==> src/rtl/div_seq.sv <==
// Sequential restoring divider, one quotient bit per cycle, valid/ready on both sides.
// Define DIV_SIGNED_EN for two's-complement operands (sign fix-up around the unsigned core).
module div_seq #(
    parameter int WIDTH = 64
) (
    input  logic             clk,
    input  logic             rst_n,
    input  logic [WIDTH-1:0] div_i1,
    input  logic [WIDTH-1:0] div_i2,
    input  logic             div_valid_i,
    output logic             div_ready_o,
    output logic [WIDTH-1:0] div_o,
    output logic [WIDTH-1:0] div_rem_o,
    output logic             div_dbz_o,
    output logic             div_valid_o,
    input  logic             div_ready_i
);
    localparam int CW = $clog2(WIDTH + 1);

    typedef enum logic [1:0] {IDLE, CALC, DONE} state_t;

    state_t           state;
    logic [WIDTH-1:0] rem;
    logic [WIDTH-1:0] quo;
    logic [WIDTH-1:0] dsr;
    logic [CW-1:0]    cnt;
    logic             dbz;

    logic [WIDTH:0]   rem_sh;
    logic             ge;
    logic [WIDTH-1:0] rem_nx;
    logic [WIDTH-1:0] quo_nx;
    logic [WIDTH-1:0] a_in;
    logic [WIDTH-1:0] b_in;
    logic [WIDTH-1:0] q_fin;
    logic [WIDTH-1:0] r_fin;

`ifdef DIV_SIGNED_EN
    logic neg_q;
    logic neg_r;
`endif

    // rem_sh holds the guard bit so the compare cannot overflow; the
    // subtracted result is always < dsr and fits back in WIDTH bits.
    always_comb begin
        rem_sh = {rem, quo[WIDTH-1]};
        ge     = rem_sh >= {1'b0, dsr};
        rem_nx = ge ? (rem_sh[WIDTH-1:0] - dsr) : rem_sh[WIDTH-1:0];
        quo_nx = {quo[WIDTH-2:0], ge};
`ifdef DIV_SIGNED_EN
        a_in  = div_i1[WIDTH-1] ? -div_i1 : div_i1;
        b_in  = div_i2[WIDTH-1] ? -div_i2 : div_i2;
        q_fin = neg_q ? -quo_nx : quo_nx;
        r_fin = neg_r ? -rem_nx : rem_nx;
`else
        a_in  = div_i1;
        b_in  = div_i2;
        q_fin = quo_nx;
        r_fin = rem_nx;
`endif
    end

    always_ff @(posedge clk or negedge rst_n) begin
        if (!rst_n) begin
            state       <= IDLE;
            rem         <= '0;
            quo         <= '0;
            dsr         <= '0;
            cnt         <= '0;
            dbz         <= 1'b0;
            div_ready_o <= 1'b1;
            div_valid_o <= 1'b0;
            div_o       <= '0;
            div_rem_o   <= '0;
            div_dbz_o   <= 1'b0;
`ifdef DIV_SIGNED_EN
            neg_q       <= 1'b0;
            neg_r       <= 1'b0;
`endif
        end else begin
            case (state)
                IDLE: begin
                    if (div_valid_i && div_ready_o) begin
                        state       <= CALC;
                        div_ready_o <= 1'b0;
                        rem         <= '0;
                        dsr         <= b_in;
`ifdef DIV_SIGNED_EN
                        neg_q       <= div_i1[WIDTH-1] ^ div_i2[WIDTH-1];
                        neg_r       <= div_i1[WIDTH-1];
`endif
                        // Divide-by-zero spends one CALC cycle with the raw dividend parked in quo.
                        if (div_i2 == '0) begin
                            dbz <= 1'b1;
                            quo <= div_i1;
                            cnt <= CW'(1);
                        end else begin
                            dbz <= 1'b0;
                            quo <= a_in;
                            cnt <= CW'(WIDTH);
                        end
                    end
                end
                CALC: begin
                    rem <= rem_nx;
                    quo <= quo_nx;
                    cnt <= cnt - CW'(1);
                    if (cnt == CW'(1)) begin
                        state       <= DONE;
                        div_valid_o <= 1'b1;
                        div_o       <= dbz ? '1  : q_fin;
                        div_rem_o   <= dbz ? quo : r_fin;
                        div_dbz_o   <= dbz;
                    end
                end
                DONE: begin
                    if (div_ready_i) begin
                        state       <= IDLE;
                        div_valid_o <= 1'b0;
                        div_ready_o <= 1'b1;
                    end
                end
                default: state <= IDLE;
            endcase
        end
    end
endmodule

==> config.mk <==
export PLATFORM = sky130hd
export DESIGN_NAME = div_seq
export DESIGN_NICKNAME = d
export VERILOG_FILES = /design/src/rtl/div_seq.sv
export SDC_FILE = /design/constraint.sdc
export NUM_CORES = 1
export LEC_CHECK = 0
export CORE_MARGIN = 2
export CORE_UTILIZATION = 57
export CTS_CLUSTER_DIAMETER = 80
export CTS_CLUSTER_SIZE = 25
export DETAILED_ROUTE_END_ITERATION = 8
export PLACE_DENSITY = 0.85
export SLEW_MARGIN = 10
export SYNTH_ARGS = -nofsm -noshare
export SYNTH_HDL_FRONTEND = slang
export SYNTH_SLANG_ARGS = --single-unit
==> constraint.sdc <==
create_clock -name clk -period 8.2 [get_ports clk]
set_input_delay 0.82 -clock clk [delete_from_list [all_inputs] [get_ports clk]]
set_output_delay 0.82 -clock clk [all_outputs]
set_load 0.01 [all_outputs]
==> impl_metrics.xml <==
<?xml version="1.0" encoding="UTF-8"?>
<metrics>
  <group name="worst_setup_path">
    <metric name="cp_data_required_time" unit="ns">8.65</metric>
    <metric name="standard_cell_with_the_maximum_stage_delay_on_the_critical_path" unit="">sky130_fd_sc_hd__nor4_1</metric>
    <metric name="cp_max_fo" unit="">27</metric>
    <metric name="path_cells" unit="">ha_1 &gt; nand4_1 &gt; nor4_1 &gt; nand4_1 &gt; o21ai_1 &gt; nor3_1 &gt; o21ai_2 &gt; nand2_1 &gt; buf_4 &gt; nor2_1 &gt; a22oi_1 &gt; o21ai_0</metric>
    <metric name="timing.critical_path.to_type" unit="">flip-flop</metric>
    <metric name="crit_top_cell" unit="">sky130_fd_sc_hd__nand4_1</metric>
    <metric name="element_type_at_the_critical_path_start" unit="">flip-flop</metric>
    <metric name="timing.critical_path.slowest_cell_delay" unit="ns">0.82</metric>
    <metric name="r2r-start" unit="">rem[49]</metric>
    <metric name="crit_start" unit="">rem[49]</metric>
    <metric name="worst_ep_arrival_time" unit="ns">5.11</metric>
    <metric name="worst-setup-path-type" unit="">reg -&gt; reg</metric>
    <metric name="r2r_cells" unit="">12</metric>
  </group>
  <group name="clock_network">
    <metric name="clock_tree.buffer_depth" unit="">3</metric>
    <metric name="clk_pin_slew" unit="ns">0.10</metric>
    <metric name="cts_sinks" unit="">333</metric>
    <metric name="clk-insertion-delay-late" unit="ns">0.55</metric>
    <metric name="clk_tree_root_cell" unit="">sky130_fd_sc_hd__clkbuf_16</metric>
    <metric name="postCtsResizedCells" unit="">0</metric>
    <metric name="cts_setup_buffers" unit="">0</metric>
    <metric name="cts_inserted_buffers" unit="">20</metric>
    <metric name="htree_levels" unit="">1</metric>
    <metric name="holdBufCountCts" unit="">0</metric>
    <metric name="cts_tree" unit="">done</metric>
  </group>
  <group name="drt">
    <metric name="drt_first_iter_violations" unit="">1723</metric>
    <metric name="drt_drc_violations_left" unit="">0</metric>
    <metric name="avgRoutedWirePerCell" unit="microns">22.9</metric>
    <metric name="drtAntennaViolNets" unit="">0</metric>
    <metric name="via_per_inst" unit="">6.35</metric>
    <metric name="totalWireLength" unit="mm">61.6</metric>
    <metric name="drt_first_pass_iters" unit="">5</metric>
    <metric name="vias" unit="">17100</metric>
  </group>
  <group name="sta">
    <metric name="final.setup.tns" unit="ns">0</metric>
    <metric name="report.final.hold_viol_count" unit="">0</metric>
    <metric name="max_freq" unit="MHz">214</metric>
    <metric name="drv_slew" unit="">0</metric>
    <metric name="slew_headroom" unit="">0.242</metric>
    <metric name="fin_ws" unit="ns">3.54</metric>
    <metric name="finClkSkew" unit="ns">0.0215</metric>
    <metric name="tightest_slew" unit="ns">1.14</metric>
    <metric name="post-route-period-util" unit="">0.569</metric>
    <metric name="rsz0062_at_grt" unit="">no</metric>
    <metric name="finalCriticalPeriod" unit="ns">4.66</metric>
    <metric name="setup_violations" unit="">0</metric>
  </group>
  <group name="floorplanning">
    <metric name="floorplan.die.width" unit="microns">183</metric>
    <metric name="core_area" unit="sq um">31600</metric>
    <metric name="fp.dieArea" unit="sq um">33400</metric>
    <metric name="die_height" unit="microns">183</metric>
    <metric name="pin_count" unit="">263</metric>
    <metric name="initial_core_util" unit="">0.578</metric>
    <metric name="number_of_standard_cell_rows_in_the_floorplan" unit="">65</metric>
  </group>
  <group name="place">
    <metric name="post_dp_cell_area" unit="sq um">20900</metric>
    <metric name="gp_congestion" unit="">0.991</metric>
    <metric name="detailed_place_hpwl" unit="mm">44.0</metric>
    <metric name="post-place-ws" unit="ns">3.75</metric>
    <metric name="port_buffers" unit="">262</metric>
  </group>
  <group name="synthesis">
    <metric name="yosys_warn_count" unit="">0</metric>
    <metric name="yosys_most_used_dff" unit="">sky130_fd_sc_hd__dfrtp_1</metric>
    <metric name="synth-seq-cells" unit="">333</metric>
    <metric name="synth_largest_area_cell" unit="">sky130_fd_sc_hd__dfrtp_1</metric>
    <metric name="synth_nets" unit="">2326</metric>
    <metric name="syn-cell-area" unit="sq um">18200</metric>
    <metric name="syn_avg_cell_area" unit="sq um">8.57</metric>
    <metric name="postSynthCellCount" unit="">2127</metric>
    <metric name="synth-seq-area-share" unit="">0.457</metric>
    <metric name="ys_types" unit="">76</metric>
    <metric name="synth.top_cells.by_area" unit="">sky130_fd_sc_hd__dfrtp_1, sky130_fd_sc_hd__nand2_1, sky130_fd_sc_hd__o21ai_0</metric>
    <metric name="synth_top_area_frac" unit="">0.456</metric>
    <metric name="post_synth_edffs" unit="">0</metric>
    <metric name="async_flop_share" unit="">1.00</metric>
  </group>
  <group name="layout">
    <metric name="nets" unit="">2483</metric>
    <metric name="multiInputGateArea" unit="sq um">9000</metric>
    <metric name="mostFrequentLayoutCell" unit="">sky130_fd_sc_hd__nand2_1</metric>
    <metric name="fill_cells" unit="">2528</metric>
    <metric name="layout.cell_area.non_filler" unit="sq um">21600</metric>
    <metric name="post_route_cells_drive_above_1_share" unit="">0.0301</metric>
    <metric name="areaGrowthSynthToFinish" unit="%">18.3</metric>
    <metric name="postLayoutCoreUtil" unit="">0.683</metric>
    <metric name="most-common-layout-cells" unit="">sky130_fd_sc_hd__nand2_1, sky130_fd_sc_hd__dfrtp_1, sky130_fd_sc_hd__clkdlybuf4s50_1</metric>
    <metric name="seq_area" unit="sq um">8340</metric>
    <metric name="antenna_cells" unit="">0</metric>
  </group>
  <group name="global_routing">
    <metric name="first_global_vias" unit="">16400</metric>
    <metric name="global_route_wire_length_before_repair" unit="mm">93.6</metric>
    <metric name="gr-usage-all-layers" unit="">0.361</metric>
    <metric name="antenna_found_initial" unit="">0</metric>
    <metric name="overflow" unit="">0</metric>
    <metric name="pin_count_of_the_biggest_net_entering_global_routing" unit="">189</metric>
  </group>
  <group name="pwr">
    <metric name="worst_ir_drop_vdd" unit="mV">0.145</metric>
    <metric name="power.density" unit="nW/um^2">133</metric>
    <metric name="static-leakage-power" unit="nW">10.8</metric>
  </group>
  <group name="status">
    <metric name="outcome" unit="">finished clean</metric>
  </group>
  <group name="flow_run">
    <metric name="maxcap_violations" unit="">0</metric>
  </group>
  <group name="worst_hold_path">
    <metric name="hold_class" unit="">in -&gt; async</metric>
  </group>
</metrics>
## synthesized netlist by cell type, drive strengths merged (6+ instances only)
master / n
a21oi: 135
a211oi: 8
o31ai: 7
dfrtp: 332
or3: 10
buf: 22
o211ai: 7
a32oi: 6
nor3: 14
o21ai: 278
nor2: 199
and2: 12
nand4: 35
nor4: 22
nand2: 348
a31oi: 23
inv: 86
nor2b: 6
mux2i: 49
nand3: 40
o21bai: 16
o21a: 16
and3: 11
a21o: 54
o22ai: 67
xor2: 21
xnor2: 40
clkbuf: 119
ha: 66
## registers in the layout, summed over array words and instances, names as in the netlist
register and flops:
div_dbz_o 1, quo 64, div_o 64, div_valid_o 1, dsr 64, state 2
cnt 7, div_rem_o 64, div_ready_o 1, rem 64, dbz 1
## power by group
| group | internal (mW) | leakage, nW | switching, mW |
|---|---|---|---|
| logic | 0.0590 | 6.45 | 0.0513 |
| clock network | 0.497 | 0.316 | 0.629 |
| registers | 1.64 | 3.98 | 0 |
## path summary, 6_finish.rpt
check	endpoint	slack, ns
hold reg to reg	div_o[25]	0.48
setup / recovery	div_rem_o[32]	3.54
setup reg to reg	div_rem_o[32]	3.54
max in group asynchronous	dbz	6.39
min in group clk	div_o[25]	0.48
hold / removal	div_o[54]	0.23
## metal layers
| metal | vias up | track usage | wire [microns] |
|---|---|---|---|
| met1 | 8292 | 0.448 | 23300 |
| li1 | 7765 | - | - |
| met5 | - | 0 | 0 |
| met2 | 872 | 0.610 | 29600 |
| met3 | 198 | 0.0518 | 4440 |
| met4 | 0 | 0.204 | 4290 |
## worst max-delay path, delay by kind of cell, from the launching register on
| family | cells | cell delay, ns |
|---|---|---|
| AND/OR/NAND/NOR | 6 | 2.57 |
| AO/OA/AOI/OAI | 4 | 0.66 |
| adder cells (fa/ha/maj) | 1 | 0.48 |
| flip-flops | 1 | 0.44 |
| buffers and inverters | 1 | 0.41 |
## cell families (layout without fill, tap and decap cells)
kind of cell,after synthesis,in the layout,synth area share
and+or+nand+nor,721,721,0.171
AOI/OAI and AO/OA,665,665,0.216
DFF,333,333,0.457
buffers and inverters,228,396,0.0515
adders and majority gates,67,67,0.0464
xor gates and xnor gates,61,61,0.0293
muxes,52,52,0.0288
## cell type report
class	count	area share
multi-input cells	1566	0.417
flip-flops and latches	333	0.387
repair buffers	276	0.127
clock buffers	24	0.0249
well taps	402	0.0233
inverters	87	0.0151
clock inverters	9	0.00551
## stage by stage
| step | instances | total power, mW | hold WS, ns |
|---|---|---|---|
| floorplan | 2127 | 1.68 | 0.442 |
| detailed placement | 2664 | 1.79 | 0.455 |
| CTS | 2697 | 2.89 | 0.278 |
| global route | 2697 | 2.95 | 0.276 |
| finish | 2697 | 2.88 | 0.232 |
| global placement | 2664 | 1.78 | 0.448 |
(Power assumes the default switching activity.)
